$ cat config.mk
export PLATFORM = sky130hd
export DESIGN_NAME = systolic_pe_flat
export DESIGN_NICKNAME = d
export VERILOG_FILES = /design/src/rtl/systolic_pkg.sv /design/src/rtl/systolic_pe_if.sv /design/src/rtl/pe_sat_acc.sv /design/src/rtl/systolic_pe.sv /design/src/flat_wrapper.sv
export SDC_FILE = /design/constraint.sdc
export NUM_CORES = 1
export LEC_CHECK = 0
export BUFFER_PORTS_ARGS = -buffer_cell sky130_fd_sc_hd__buf_2
export CAP_MARGIN = 10
export CORE_ASPECT_RATIO = 0.9
export CORE_MARGIN = 2
export CORE_UTILIZATION = 60
export CTS_CLUSTER_DIAMETER = 30
export DETAILED_ROUTE_END_ITERATION = 10
export PLACE_DENSITY = 0.92
export SETUP_SLACK_MARGIN = 0.5
export SLEW_MARGIN = 20
export SYNTH_ARGS = -nofsm -noshare
export SYNTH_HDL_FRONTEND = slang
export SYNTH_SLANG_ARGS = --single-unit
$ cat constraint.sdc
create_clock -name clk -period 11.3 [get_ports clk]
set_input_delay 1.695 -clock clk [delete_from_list [all_inputs] [get_ports clk]]
set_output_delay 1.695 -clock clk [all_outputs]
set_load 0.01 [all_outputs]
$ cat src/rtl/systolic_pkg.sv
// Shared types and elaboration-time helpers for the systolic PE.
package systolic_pkg;

  typedef enum logic {
    RUN   = 1'b0,
    DRAIN = 1'b1
  } pe_state_t;

  // Widest accumulator the bound helper can describe.
  localparam int MAX_ACC_WIDTH = 128;

  // The accumulator must hold a full product without truncation.
  function automatic bit acc_width_ok(int data_width, int acc_width);
    return (acc_width >= 2 * data_width) && (acc_width <= MAX_ACC_WIDTH);
  endfunction

  typedef struct packed {
    logic [MAX_ACC_WIDTH-1:0] hi;
    logic [MAX_ACC_WIDTH-1:0] lo;
  } sat_bounds_t;

  // Clamp limits in the low acc_width bits: signed gives 0111..1 / 1000..0,
  // unsigned gives all-ones / zero.
  function automatic sat_bounds_t sat_bounds(int acc_width, bit is_signed);
    sat_bounds_t r;
    r.hi = '0;
    r.lo = '0;
    for (int i = 0; i < MAX_ACC_WIDTH; i++) begin
      if (i < acc_width - 1) begin
        r.hi[i] = 1'b1;
      end else if (i == acc_width - 1) begin
        r.hi[i] = !is_signed;
        r.lo[i] = is_signed;
      end
    end
    return r;
  endfunction

endpackage

$ cat src/rtl/systolic_pe_if.sv
// Operand, control and result-chain signals of one processing element.
interface systolic_pe_if #(
  parameter int DATA_WIDTH = 16,
  parameter int ACC_WIDTH  = 40
);
  logic [DATA_WIDTH-1:0] a_in;
  logic                  a_valid_in;
  logic [DATA_WIDTH-1:0] b_in;
  logic                  b_valid_in;
  logic                  clear;
  logic                  drain;
  logic [ACC_WIDTH-1:0]  c_in;
  logic                  c_valid_in;
  logic                  c_ovf_in;
  logic [DATA_WIDTH-1:0] a_out;
  logic                  a_valid_out;
  logic [DATA_WIDTH-1:0] b_out;
  logic                  b_valid_out;
  logic [ACC_WIDTH-1:0]  c_out;
  logic                  c_valid_out;
  logic                  c_ovf_out;
  logic                  busy;

  // Array/controller side.
  modport master (
    output a_in, a_valid_in, b_in, b_valid_in, clear, drain,
           c_in, c_valid_in, c_ovf_in,
    input  a_out, a_valid_out, b_out, b_valid_out,
           c_out, c_valid_out, c_ovf_out, busy
  );

  // Processing-element side.
  modport slave (
    input  a_in, a_valid_in, b_in, b_valid_in, clear, drain,
           c_in, c_valid_in, c_ovf_in,
    output a_out, a_valid_out, b_out, b_valid_out,
           c_out, c_valid_out, c_ovf_out, busy
  );
endinterface

$ cat src/rtl/pe_sat_acc.sv
// Combinational accumulate step: extend the product, add, detect overflow, clamp.
module pe_sat_acc
  import systolic_pkg::*;
#(
  parameter int DATA_WIDTH = 16,
  parameter int ACC_WIDTH  = 40,
  parameter int SIGNED     = 1,
  parameter int SATURATE   = 1
) (
  input  logic [ACC_WIDTH-1:0]    acc,
  input  logic [2*DATA_WIDTH-1:0] prod,
  output logic [ACC_WIDTH-1:0]    sum,
  output logic                    ovf
);

  localparam sat_bounds_t BOUNDS = sat_bounds(ACC_WIDTH, SIGNED != 0);
  localparam logic [ACC_WIDTH-1:0] SAT_HI = BOUNDS.hi[ACC_WIDTH-1:0];
  localparam logic [ACC_WIDTH-1:0] SAT_LO = BOUNDS.lo[ACC_WIDTH-1:0];

  logic [ACC_WIDTH-1:0] addend;
  logic [ACC_WIDTH:0]   raw;

  // Extend, add with carry, flag overflow and clamp toward the side it left.
  always_comb begin
    if (SIGNED != 0) begin
      addend = ACC_WIDTH'($signed(prod));
    end else begin
      addend = ACC_WIDTH'(prod);
    end
    raw = {1'b0, acc} + {1'b0, addend};
    if (SIGNED != 0) begin
      ovf = (acc[ACC_WIDTH-1] == addend[ACC_WIDTH-1]) &&
            (raw[ACC_WIDTH-1] != acc[ACC_WIDTH-1]);
    end else begin
      ovf = raw[ACC_WIDTH];
    end
    sum = raw[ACC_WIDTH-1:0];
    if (ovf && (SATURATE != 0)) begin
      if ((SIGNED != 0) && acc[ACC_WIDTH-1]) begin
        sum = SAT_LO;
      end else begin
        sum = SAT_HI;
      end
    end
  end

endmodule

$ cat src/rtl/systolic_pe.sv
// Output-stationary systolic PE: operand forwarding, MAC and result drain chain.
module systolic_pe
  import systolic_pkg::*;
#(
  parameter int DATA_WIDTH = 16,
  parameter int ACC_WIDTH  = 40,
  parameter int SIGNED     = 1,
  parameter int SATURATE   = 1,
  parameter int CHAIN_LEN  = 0
) (
  input  logic         clk,
  input  logic         rst,
  systolic_pe_if.slave pe
);

  localparam bit WIDTH_OK  = acc_width_ok(DATA_WIDTH, ACC_WIDTH);
  localparam int CNT_WIDTH = (CHAIN_LEN > 1) ? $clog2(CHAIN_LEN) : 1;
  localparam logic [CNT_WIDTH-1:0] CNT_LAST = CNT_WIDTH'(CHAIN_LEN - 1);

  if (!WIDTH_OK) begin : g_bad_width
    $error("systolic_pe: ACC_WIDTH must be at least 2*DATA_WIDTH");
  end

  pe_state_t               state;
  logic [CNT_WIDTH-1:0]    cnt;
  logic [ACC_WIDTH-1:0]    acc;
  logic                    ovf_flag;
  logic [2*DATA_WIDTH-1:0] a_ext;
  logic [2*DATA_WIDTH-1:0] b_ext;
  logic [2*DATA_WIDTH-1:0] prod;
  logic [ACC_WIDTH-1:0]    acc_base;
  logic [ACC_WIDTH-1:0]    acc_sum;
  logic                    sum_ovf;
  logic                    fire;
  logic                    take_drain;
  logic                    restart;

  assign fire       = pe.a_valid_in && pe.b_valid_in;
  assign take_drain = pe.drain && (state == RUN);
  // A drain snapshot starts a new tile exactly like a clear does.
  assign restart    = pe.clear || take_drain;
  assign acc_base   = restart ? '0 : acc;

  // Widen operands so the low 2*DATA_WIDTH bits of the product are exact.
  always_comb begin
    if (SIGNED != 0) begin
      a_ext = (2 * DATA_WIDTH)'($signed(pe.a_in));
      b_ext = (2 * DATA_WIDTH)'($signed(pe.b_in));
    end else begin
      a_ext = (2 * DATA_WIDTH)'(pe.a_in);
      b_ext = (2 * DATA_WIDTH)'(pe.b_in);
    end
  end

  assign prod = a_ext * b_ext;

  pe_sat_acc #(
    .DATA_WIDTH(DATA_WIDTH),
    .ACC_WIDTH (ACC_WIDTH),
    .SIGNED    (SIGNED),
    .SATURATE  (SATURATE)
  ) u_sat_acc (
    .acc (acc_base),
    .prod(prod),
    .sum (acc_sum),
    .ovf (sum_ovf)
  );

  // Unconditional one-cycle forwarding of operands east and south.
  always_ff @(posedge clk or posedge rst) begin
    if (rst) begin
      pe.a_out       <= '0;
      pe.a_valid_out <= 1'b0;
      pe.b_out       <= '0;
      pe.b_valid_out <= 1'b0;
    end else begin
      pe.a_out       <= pe.a_in;
      pe.a_valid_out <= pe.a_valid_in;
      pe.b_out       <= pe.b_in;
      pe.b_valid_out <= pe.b_valid_in;
    end
  end

  // Accumulator and sticky overflow; a restart with a valid pair loads the product.
  always_ff @(posedge clk or posedge rst) begin
    if (rst) begin
      acc      <= '0;
      ovf_flag <= 1'b0;
    end else if (fire) begin
      acc      <= acc_sum;
      ovf_flag <= (restart ? 1'b0 : ovf_flag) | sum_ovf;
    end else if (restart) begin
      acc      <= '0;
      ovf_flag <= 1'b0;
    end
  end

  // Drain FSM: emit own snapshot, then pass CHAIN_LEN words from above.
  always_ff @(posedge clk or posedge rst) begin
    if (rst) begin
      state          <= RUN;
      cnt            <= '0;
      pe.c_out       <= '0;
      pe.c_valid_out <= 1'b0;
      pe.c_ovf_out   <= 1'b0;
      pe.busy        <= 1'b0;
    end else begin
      case (state)
        RUN: begin
          if (pe.drain) begin
            pe.c_out       <= acc;
            pe.c_ovf_out   <= ovf_flag;
            pe.c_valid_out <= 1'b1;
            if (CHAIN_LEN > 0) begin
              state   <= DRAIN;
              cnt     <= '0;
              pe.busy <= 1'b1;
            end else begin
              pe.busy <= 1'b0;
            end
          end else begin
            pe.c_valid_out <= 1'b0;
            pe.busy        <= 1'b0;
          end
        end
        DRAIN: begin
          pe.c_out       <= pe.c_in;
          pe.c_ovf_out   <= pe.c_ovf_in;
          pe.c_valid_out <= pe.c_valid_in;
          // Stays high one extra cycle so it covers the last forwarded word.
          pe.busy        <= 1'b1;
          if (pe.c_valid_in) begin
            if (cnt == CNT_LAST) begin
              state <= RUN;
              cnt   <= '0;
            end else begin
              cnt <= cnt + CNT_WIDTH'(1);
            end
          end
        end
        default: begin
          state <= RUN;
          cnt   <= '0;
        end
      endcase
    end
  end

endmodule
$ cat src/flat_wrapper.sv
// flat-port wrapper written by rule: the top's interface ports become plain ports
module systolic_pe_flat import systolic_pkg::*;
#(
  parameter int DATA_WIDTH = 16,
  parameter int ACC_WIDTH  = 40,
  parameter int SIGNED     = 1,
  parameter int SATURATE   = 1,
  parameter int CHAIN_LEN  = 0
)
  (clk, rst, pe_a_in, pe_a_valid_in, pe_b_in, pe_b_valid_in, pe_clear, pe_drain, pe_c_in, pe_c_valid_in, pe_c_ovf_in, pe_a_out, pe_a_valid_out, pe_b_out, pe_b_valid_out, pe_c_out, pe_c_valid_out, pe_c_ovf_out, pe_busy);
  systolic_pe_if #(.DATA_WIDTH(DATA_WIDTH), .ACC_WIDTH(ACC_WIDTH)) pe_i ();
  input  logic clk;
  input  logic rst;
  input wire logic [$bits(pe_i.a_in)-1:0] pe_a_in;
  input wire logic [$bits(pe_i.a_valid_in)-1:0] pe_a_valid_in;
  input wire logic [$bits(pe_i.b_in)-1:0] pe_b_in;
  input wire logic [$bits(pe_i.b_valid_in)-1:0] pe_b_valid_in;
  input wire logic [$bits(pe_i.clear)-1:0] pe_clear;
  input wire logic [$bits(pe_i.drain)-1:0] pe_drain;
  input wire logic [$bits(pe_i.c_in)-1:0] pe_c_in;
  input wire logic [$bits(pe_i.c_valid_in)-1:0] pe_c_valid_in;
  input wire logic [$bits(pe_i.c_ovf_in)-1:0] pe_c_ovf_in;
  output wire logic [$bits(pe_i.a_out)-1:0] pe_a_out;
  output wire logic [$bits(pe_i.a_valid_out)-1:0] pe_a_valid_out;
  output wire logic [$bits(pe_i.b_out)-1:0] pe_b_out;
  output wire logic [$bits(pe_i.b_valid_out)-1:0] pe_b_valid_out;
  output wire logic [$bits(pe_i.c_out)-1:0] pe_c_out;
  output wire logic [$bits(pe_i.c_valid_out)-1:0] pe_c_valid_out;
  output wire logic [$bits(pe_i.c_ovf_out)-1:0] pe_c_ovf_out;
  output wire logic [$bits(pe_i.busy)-1:0] pe_busy;
  assign pe_i.a_in = pe_a_in;
  assign pe_i.a_valid_in = pe_a_valid_in;
  assign pe_i.b_in = pe_b_in;
  assign pe_i.b_valid_in = pe_b_valid_in;
  assign pe_i.clear = pe_clear;
  assign pe_i.drain = pe_drain;
  assign pe_i.c_in = pe_c_in;
  assign pe_i.c_valid_in = pe_c_valid_in;
  assign pe_i.c_ovf_in = pe_c_ovf_in;
  assign pe_a_out = pe_i.a_out;
  assign pe_a_valid_out = pe_i.a_valid_out;
  assign pe_b_out = pe_i.b_out;
  assign pe_b_valid_out = pe_i.b_valid_out;
  assign pe_c_out = pe_i.c_out;
  assign pe_c_valid_out = pe_i.c_valid_out;
  assign pe_c_ovf_out = pe_i.c_ovf_out;
  assign pe_busy = pe_i.busy;
  systolic_pe #(.DATA_WIDTH(DATA_WIDTH), .ACC_WIDTH(ACC_WIDTH), .SIGNED(SIGNED), .SATURATE(SATURATE), .CHAIN_LEN(CHAIN_LEN)) u_core (.clk(clk), .rst(rst), .pe(pe_i));
endmodule
==> results.json, run 1 <==
{
  "run_status": "complete, no violations",
  "slew_headroom_pct": 38.2,
  "clkSinkCount": 120,
  "reg2reg_to": "u_core.acc[31]",
  "hold_path_class": "reg -> reg",
  "path_depth": 36,
  "synth_ff_type": "dfrtp_1",
  "io-pin-count": 157,
  "crit_buf_inv": 5,
  "drive_above_1_share_pct": 12.2,
  "ant_nets": 0,
  "finalSetupTns_ns": 0,
  "drv_cap": 0,
  "grt-ovfl-total": 0,
  "syn_inst": 1799,
  "regToRegStartpoint": "u_core.state",
  "cp_common_cell": "fa_1",
  "finalClockSkew_ns": 0.0179,
  "startpoint_type": "input pin",
  "fmax_mhz": 95.0,
  "synth_top_area_share_pct": 31.7,
  "clk_latency_ns": 0.45,
  "grt.total_usage_pct": 30.7,
  "hold_viol": 0,
  "root_buffer": "clkbuf_16",
  "clk_pin_slew_ns": 0.06,
  "portBuffers": 156,
  "endpoint": "u_core.acc[31]",
  "core_area_sq_mm": 0.0271,
  "synth-seq-area-share_pct": 18.1,
  "synth-seq-cells": 120,
  "grt_pass1_wl_um": 71200,
  "grt_max_degree": 86,
  "dp_hpwl_um": 32100,
  "drc": 0,
  "slowest_delay_ns": 0.56,
  "dr_total_vias": 13474,
  "antenna_found_initial": 0,
  "yosysWarningCount": 0,
  "cp-end-kind": "flip-flop",
  "ys_async_sr_fraction_pct": 100,
  "synth_common_cells": "299 x inv_1, 263 x fa_1, 242 x nand2_1",
  "synth_top_cells_by_area": "fa_1 32%, dfrtp_1 18%, ha_1 8.9%",
  "tritoncts": "yes",
  "cts_made_buffers": 17,
  "critPathMaxFanout": 17,
  "synth_edf_count": 0,
  "synthesis.area_sq_mm": 0.0166,
  "n_fill_cell": 1928,
  "first_global_vias": 14576,
  "max_slew.worst_pin.slew_ns": 0.927,
  "hold_depth": 1,
  "viasPerCell": 5.88,
  "place_ws_ns": 0.246,
  "cp-startpoint": "pe_a_in[7]",
  "wirelength_um": 42500,
  "area_delta_synth_final_pct": 10.5,
  "die-area_sq_mm": 0.0291,
  "holdBufCountCts": 0,
  "die_x_um": 179,
  "dr.pass1.iters": 6,
  "clockBufferDepth": 2,
  "syn_area_per_cell_sq_um": 9.24,
  "die_h_um": 162,
  "fin_crit_sh_pct": 93.2,
  "diodes": 0,
  "place_congestion": 0.902,
  "setup_viol": 0,
  "rows": 57,
  "crit_arrival_ns": 10.81,
  "ys_types": 74,
  "r2r_cells": 19,
  "cpLargestDelayFamily": "compound AO/OA/AOI/OAI gates",
  "setup_ws_ns": 0.771,
  "finalWorstPathRequiredPeriod_ns": 10.53,
  "crit_slowest_cell": "fa_1",
  "rsz0062_at_grt": "false",
  "syn_nets": 2260,
  "r2r_slack_ns": 6.49,
  "yosysTopAreaCell": "fa_1",
  "drt_iter0_drc": 1024,
  "nets": 2384,
  "initial_core_util_pct": 61.4,
  "yosysMostFrequentCell": "inv_1",
  "report.final.slew_viol_count": 0,
  "critical_path_class": "in -> reg",
  "htreeDepth": 4,
  "cp.required_ns": 11.59,
  "wl_per_cell_um": 18.6
}
## cell families (layout without fill, tap and decap cells)
kind of cell / count (synthesis) / in the layout / share of synthesized area, %
buffers and inverters: 372 / 509 / 8.52
xor gates and xnor gates: 68 / 68 / 3.66
DFF: 120 / 120 / 18.1
adders and majority gates: 382 / 382 / 40.6
AOI/OAI and AO/OA: 302 / 302 / 11.6
muxes: 46 / 46 / 2.78
and+or+nand+nor: 509 / 509 / 14.7
## state kept, by name, indices dropped and copies added (netlist names)
signal / cells
u_core.acc: 40
u_core.cnt: 1
u_core.ovf_flag: 1
u_core.pe.a_out: 16
u_core.pe.a_valid_out: 1
u_core.pe.b_out: 16
u_core.pe.b_valid_out: 1
u_core.pe.busy: 1
u_core.pe.c_out: 40
u_core.pe.c_ovf_out: 1
u_core.pe.c_valid_out: 1
u_core.state: 1
## per-stage QoR
step                      hold WS [ns]  cells  util, %  area (sq um)
after floorplan                  0.408   1799        -         16600
after global placement           0.455   2254     65.3         17700
after detailed placement         0.460   2254     65.3         17700
after CTS                        0.479   2286     67.5         18300
after global routing             0.496   2290     67.8         18400
final                            0.480   2290     67.8         18400
## layer usage
metal / share of wire [%] / GRT usage, % / up-vias
met2: 50 / 53.5 / 678
met1: 37 / 37.5 / 6679
li1: - / - / 5939
met5: 0 / 0 / -
met4: 5.2 / 14.0 / 0
met3: 7.7 / 5.52 / 178
## worst min-delay path by stage
stage | startpoint | to
after floorplan | u_core.state | u_core.pe.busy
after global placement | u_core.cnt | u_core.state
after detailed placement | u_core.cnt | u_core.state
after CTS | u_core.cnt | u_core.cnt
after global routing | u_core.cnt | u_core.cnt
final | u_core.cnt | u_core.cnt
## final cells by class
type	count	area [sq um]	area share (%)
inverters	301	1130	6.18
well taps	354	443	2.41
clock buffers	17	425	2.32
clock inverters	15	166	0.906
flip-flops and latches	120	3000	16.4
repair buffers	176	943	5.14
multi-input cells	1307	12300	66.7
## layout by cell type (no fill, tap or decap), types with 44 or more instances in the layout
| cell | synthesis | final |
|---|---|---|
| fa_1 | 263 | 263 |
| nand2_1 | 242 | 240 |
| buf_2 | 8 | 151 |
| dfrtp_1 | 120 | 119 |
| mux2i_1 | 44 | 44 |
| xnor2_1 | 49 | 49 |
| nor2_1 | 46 | 45 |
| and2_1 | 162 | 162 |
| a21oi_1 | 87 | 85 |
| ha_1 | 118 | 118 |
| o21ai_0 | 72 | 72 |
| inv_1 | 299 | 298 |
## timing repair
item,4_1_cts,5_1_grt
endpoints found under the setup margin,0,39
resized for setup,0,12
setup buffers,0,4
Power of run 1 is not shown: default switching activity piles up to over one toggle a cycle in this logic, so the estimate is an artifact.
==> inputs of run 2 (changes only) <==
- CTS_BUF_LIST: default -> sky130_fd_sc_hd__clkbuf_2 sky130_fd_sc_hd__clkbuf_4 sky130_fd_sc_hd__clkbuf_8
- PLACE_DENSITY: 0.92 -> 0.87
==> run 2 against run 1 <==
Utilization decreased by 0.99 points. Count of clock-buffer cells in the layout unchanged. Design area decreased by 1.5%. Routed wire length decreased by 3.3%. Maximum frequency increased by 0.35%. Global-route usage decreased by 0.85 points. Worst hold slack got worse by 0.0056 ns. Die area unchanged. Sequential cell count unchanged. Highest routed layer unchanged. Via count decreased by 1.6%. Sequential share of layout area increased by 0.24 points.
==> results.json, run 2 (same netlist as run 1, synthesis figures left out) <==
{
  "reg2reg_to": "u_core.acc[38]",
  "area_delta_synth_final_pct": 8.86,
  "r2r_cells": 18,
  "crit_slowest_cell": "fa_1",
  "hold_viol": 0,
  "finalWorstPathRequiredPeriod_ns": 10.49,
  "nets": 2378,
  "grtUsageMet3_pct": 5.13,
  "dp_hpwl_um": 31600,
  "crit_buf_inv": 3,
  "tritoncts": "yes",
  "core_area_sq_mm": 0.0271,
  "wirelength_um": 41100,
  "portBuffers": 156,
  "cts_made_buffers": 17,
  "grtUsageMet1_pct": 36.4,
  "cp-end-kind": "flip-flop",
  "startpoint_type": "input pin",
  "clkSinkCount": 120,
  "dr.pass1.iters": 5,
  "antenna_found_initial": 0,
  "diodes": 0,
  "die-area_sq_mm": 0.0291,
  "clockBufferDepth": 2,
  "holdBufCountCts": 0,
  "layout.cells.non_filler": 2284,
  "die_x_um": 179,
  "slew_headroom_pct": 35.5,
  "largestRegisters": "u_core.acc x40, u_core.pe.c_out x40",
  "min-delay-start": "u_core.cnt",
  "fin_crit_sh_pct": 92.8,
  "clk_latency_ns": 0.49,
  "fmax_mhz": 95.3,
  "rows": 57,
  "cp.required_ns": 11.67,
  "slowest_delay_ns": 0.55,
  "cpLargestDelayFamily": "adder cells",
  "grt.total_usage_pct": 29.9,
  "critical_path_class": "in -> reg",
  "rsz0062_at_grt": "false",
  "place_congestion": 0.896,
  "die_h_um": 162,
  "drt_iter0_drc": 895,
  "dp.cells": 2250,
  "initial_core_util_pct": 61.4,
  "dr_total_vias": 13263,
  "crit_arrival_ns": 10.87,
  "grt.met2_usage_pct": 52.5,
  "first_global_vias": 14393,
  "report.final.slew_viol_count": 0,
  "io-pin-count": 157,
  "max_slew.worst_pin.slew_ns": 0.967,
  "ant_nets": 0,
  "cp_common_cell": "fa_1",
  "viasPerCell": 5.81,
  "wl_per_cell_um": 18.0,
  "finalClockSkew_ns": 0.0207,
  "r2r_slack_ns": 6.43,
  "grt-ovfl-total": 0,
  "clk_pin_slew_ns": 0.10,
  "hold_depth": 1,
  "final_cell_mix": "298 x inv_1, 263 x fa_1, 240 x nand2_1, 162 x and2_1, 152 x buf_2",
  "drc": 0,
  "whs_ns": 0.474,
  "busiest_layer": "met2",
  "finalSetupTns_ns": 0,
  "cp-startpoint": "pe_a_in[7]",
  "final_common_cell": "inv_1",
  "run_status": "complete, no violations",
  "drive_above_1_share_pct": 11.8,
  "critPathMaxFanout": 17,
  "grt_pass1_wl_um": 69400,
  "hold_end": "u_core.state",
  "grt_max_degree": 86,
  "hold_path_class": "reg -> reg",
  "root_buffer": "clkbuf_8",
  "drv_cap": 0,
  "regToRegStartpoint": "u_core.state",
  "setup_viol": 0,
  "htreeDepth": 4
}
==> run 2: cell count changes in the layout (fill, tap and decap cells not counted), sizes merged <==
| cell | previous run | this run |
|---|---|---|
| inv | 306 | 312 |
| buf | 171 | 166 |
| clkinv | 6 | 2 |
| bufinv | 2 | 0 |
| clkbuf | 22 | 21 |
==> run 2: area by class of cell <==
class | count | area (sq um)
sequential | 120 | 3000
inverter | 301 | 1130
tap | 354 | 443
fill | 2090 | 9000
clock buffer | 17 | 234
timing repair buffer | 170 | 896
multi-input combinational | 1307 | 12200
clock inverter | 15 | 154
==> run 2: worst max-delay path by stage <==
stage                                end  slack (ns)  cells past startpoint
after global routing      u_core.acc[11]        0.52                     35
after floorplan           u_core.acc[37]        0.97                     33
after CTS                 u_core.acc[11]        0.65                     34
after detailed placement   u_core.acc[1]        0.12                     34
after global placement     u_core.acc[4]        0.46                     34
final                     u_core.acc[37]        0.81                     34
==> run 2: through the flow <==
stage / cell area [sq um] / utilization, % / setup slack, ns
floorplan: 16600 / - / 0.969
global placement: 17700 / 65.2 / 0.463
detailed placement: 17700 / 65.2 / 0.124
CTS: 18100 / 66.6 / 0.653
global route: 18100 / 66.8 / 0.522
finish: 18100 / 66.8 / 0.808
==> run 2: what timing repair did <==
item,4_1_cts,5_1_grt
endpoints found under the hold margin,0,0
gates resized for setup,0,7
buffers inserted,0,2
setup endpoints to repair,0,29
==> run 2: routing by layer <==
| layer | up-vias | wire length [um] | part of all wire [%] |
|---|---|---|---|
| met5 | - | 0 | 0 |
| met4 | 0 | 1760 | 4.3 |
| met3 | 136 | 2480 | 6.0 |
| met2 | 540 | 21100 | 51 |
| met1 | 6660 | 15700 | 38 |
| li1 | 5927 | - | - |
Power of run 2 is left out for the same reason.
==> inputs of run 3 (changes only) <==
- clock period: 11.3 -> 11.57 ns (I/O delays scaled with it)
==> run 3 against run 2 <==
First-iteration DRC count up 0.45%. Register-to-register slack better by 0.18 ns. Critical endpoint unchanged. Clock skew shrank 0.0067 ns. Count of clock-buffer cells in the layout unchanged. Largest cell class unchanged. Highest routed layer unchanged. Critical path type unchanged. Utilization is essentially flat.
==> results.json, run 3 (same netlist as run 1, synthesis figures left out) <==
{
  "fin_crit_sh_pct": 91.8,
  "dp_hpwl_um": 32000,
  "run_status": "complete, no violations",
  "finalWorstPathRequiredPeriod_ns": 10.62,
  "layout.cells.non_filler": 2282,
  "finalClockSkew_ns": 0.0140,
  "utilization_pct": 66.8,
  "crit_slowest_cell": "fa_1",
  "fmax_mhz": 94.2,
  "drv_cap": 0,
  "diodes": 0,
  "clk_latency_ns": 0.46,
  "root_buffer": "clkbuf_8",
  "clk_pin_slew_ns": 0.09,
  "first_global_vias": 14461,
  "report.final.slew_viol_count": 0,
  "cp_common_cell": "fa_1",
  "core_area_sq_mm": 0.0271,
  "ant_nets": 0,
  "clockBufferDepth": 2,
  "crit_buf_inv": 3,
  "path_depth": 34,
  "critical_path_class": "in -> reg",
  "viasPerCell": 5.78,
  "whs_ns": 0.484,
  "hold_depth": 1,
  "wl_per_cell_um": 18.5,
  "slowest_delay_ns": 0.56,
  "drc": 0,
  "grt-ovfl-total": 0,
  "tritoncts": "yes",
  "nets": 2376,
  "die_x_um": 179,
  "hold_viol": 0,
  "initial_core_util_pct": 61.4,
  "setup_viol": 0,
  "r2r_cells": 18,
  "grt_max_degree": 86,
  "dp.cells": 2249,
  "cpLargestDelayFamily": "adder cells",
  "critPathMaxFanout": 17,
  "crit_arrival_ns": 10.97,
  "finalSetupTns_ns": 0,
  "portBuffers": 156,
  "area_delta_synth_final_pct": 8.91,
  "die_h_um": 162,
  "dr_total_vias": 13194,
  "wirelength_um": 42300,
  "place_congestion": 0.897,
  "max_slew.worst_pin.slew_ns": 0.803,
  "clkSinkCount": 120,
  "grt_pass1_wl_um": 71100,
  "drt_iter0_drc": 899,
  "holdBufCountCts": 0,
  "antenna_found_initial": 0,
  "cp.required_ns": 11.92,
  "largestRegisters": "u_core.acc x40, u_core.pe.c_out x40",
  "hold_path_class": "reg -> reg",
  "drive_above_1_share_pct": 11.8,
  "grt.total_usage_pct": 30.6,
  "final_common_cell": "inv_1",
  "cts_made_buffers": 17,
  "slew_headroom_pct": 46.5,
  "htreeDepth": 4,
  "rsz0062_at_grt": "false",
  "cp-end-kind": "flip-flop",
  "startpoint_type": "input pin",
  "rows": 57,
  "final_cell_mix": "298 x inv_1, 263 x fa_1, 240 x nand2_1, 162 x and2_1, 153 x buf_2",
  "dr.pass1.iters": 8,
  "die-area_sq_mm": 0.0291,
  "io-pin-count": 157
}
## run 3: per-stage QoR
stage / setup slack (ns) / instance area [sq um]
finish: 0.951 / 18100
CTS: 0.776 / 18100
global placement: 0.721 / 17700
floorplan: 1.20 / 16600
detailed placement: 0.433 / 17700
global route: 0.547 / 18100
## run 3: cell type report
type                    count  area (sq um)
repair buffers            168           882
inverters                 301          1130
fillers                  2095          8990
flip-flops and latches    120          3000
clock buffers              17           234
multi-input cells        1307         12200
clock inverters            15           165
well taps                 354           443
## run 3: path summary, 6_finish.rpt
kind	slack [ns]	endpoint	startpoint
min	0.48	u_core.state	u_core.cnt
max reg2reg	6.61	u_core.acc[32]	u_core.state
max in group asynchronous	9.03	u_core.pe.a_out[15]	rst
max	0.95	u_core.acc[37]	pe_a_in[7]
min in group asynchronous	1.34	u_core.pe.c_out[11]	rst
min reg2reg	0.48	u_core.state	u_core.cnt
## run 3: what timing repair did
action                                  in CTS  in global routing
setup buffers                                0                  1
resized for setup                            0                  9
endpoints found under the setup margin       0                 39
## run 3: layer usage
layer / up-vias / share of wire, % / global-route usage, %
li1: 5931 / - / -
met1: 6542 / 38 / 37.6
met2: 547 / 51 / 53.5
met3: 174 / 6.2 / 3.95
met4: 0 / 5.0 / 15.4
met5: - / 0 / 0
Power of run 3 is left out for the same reason.
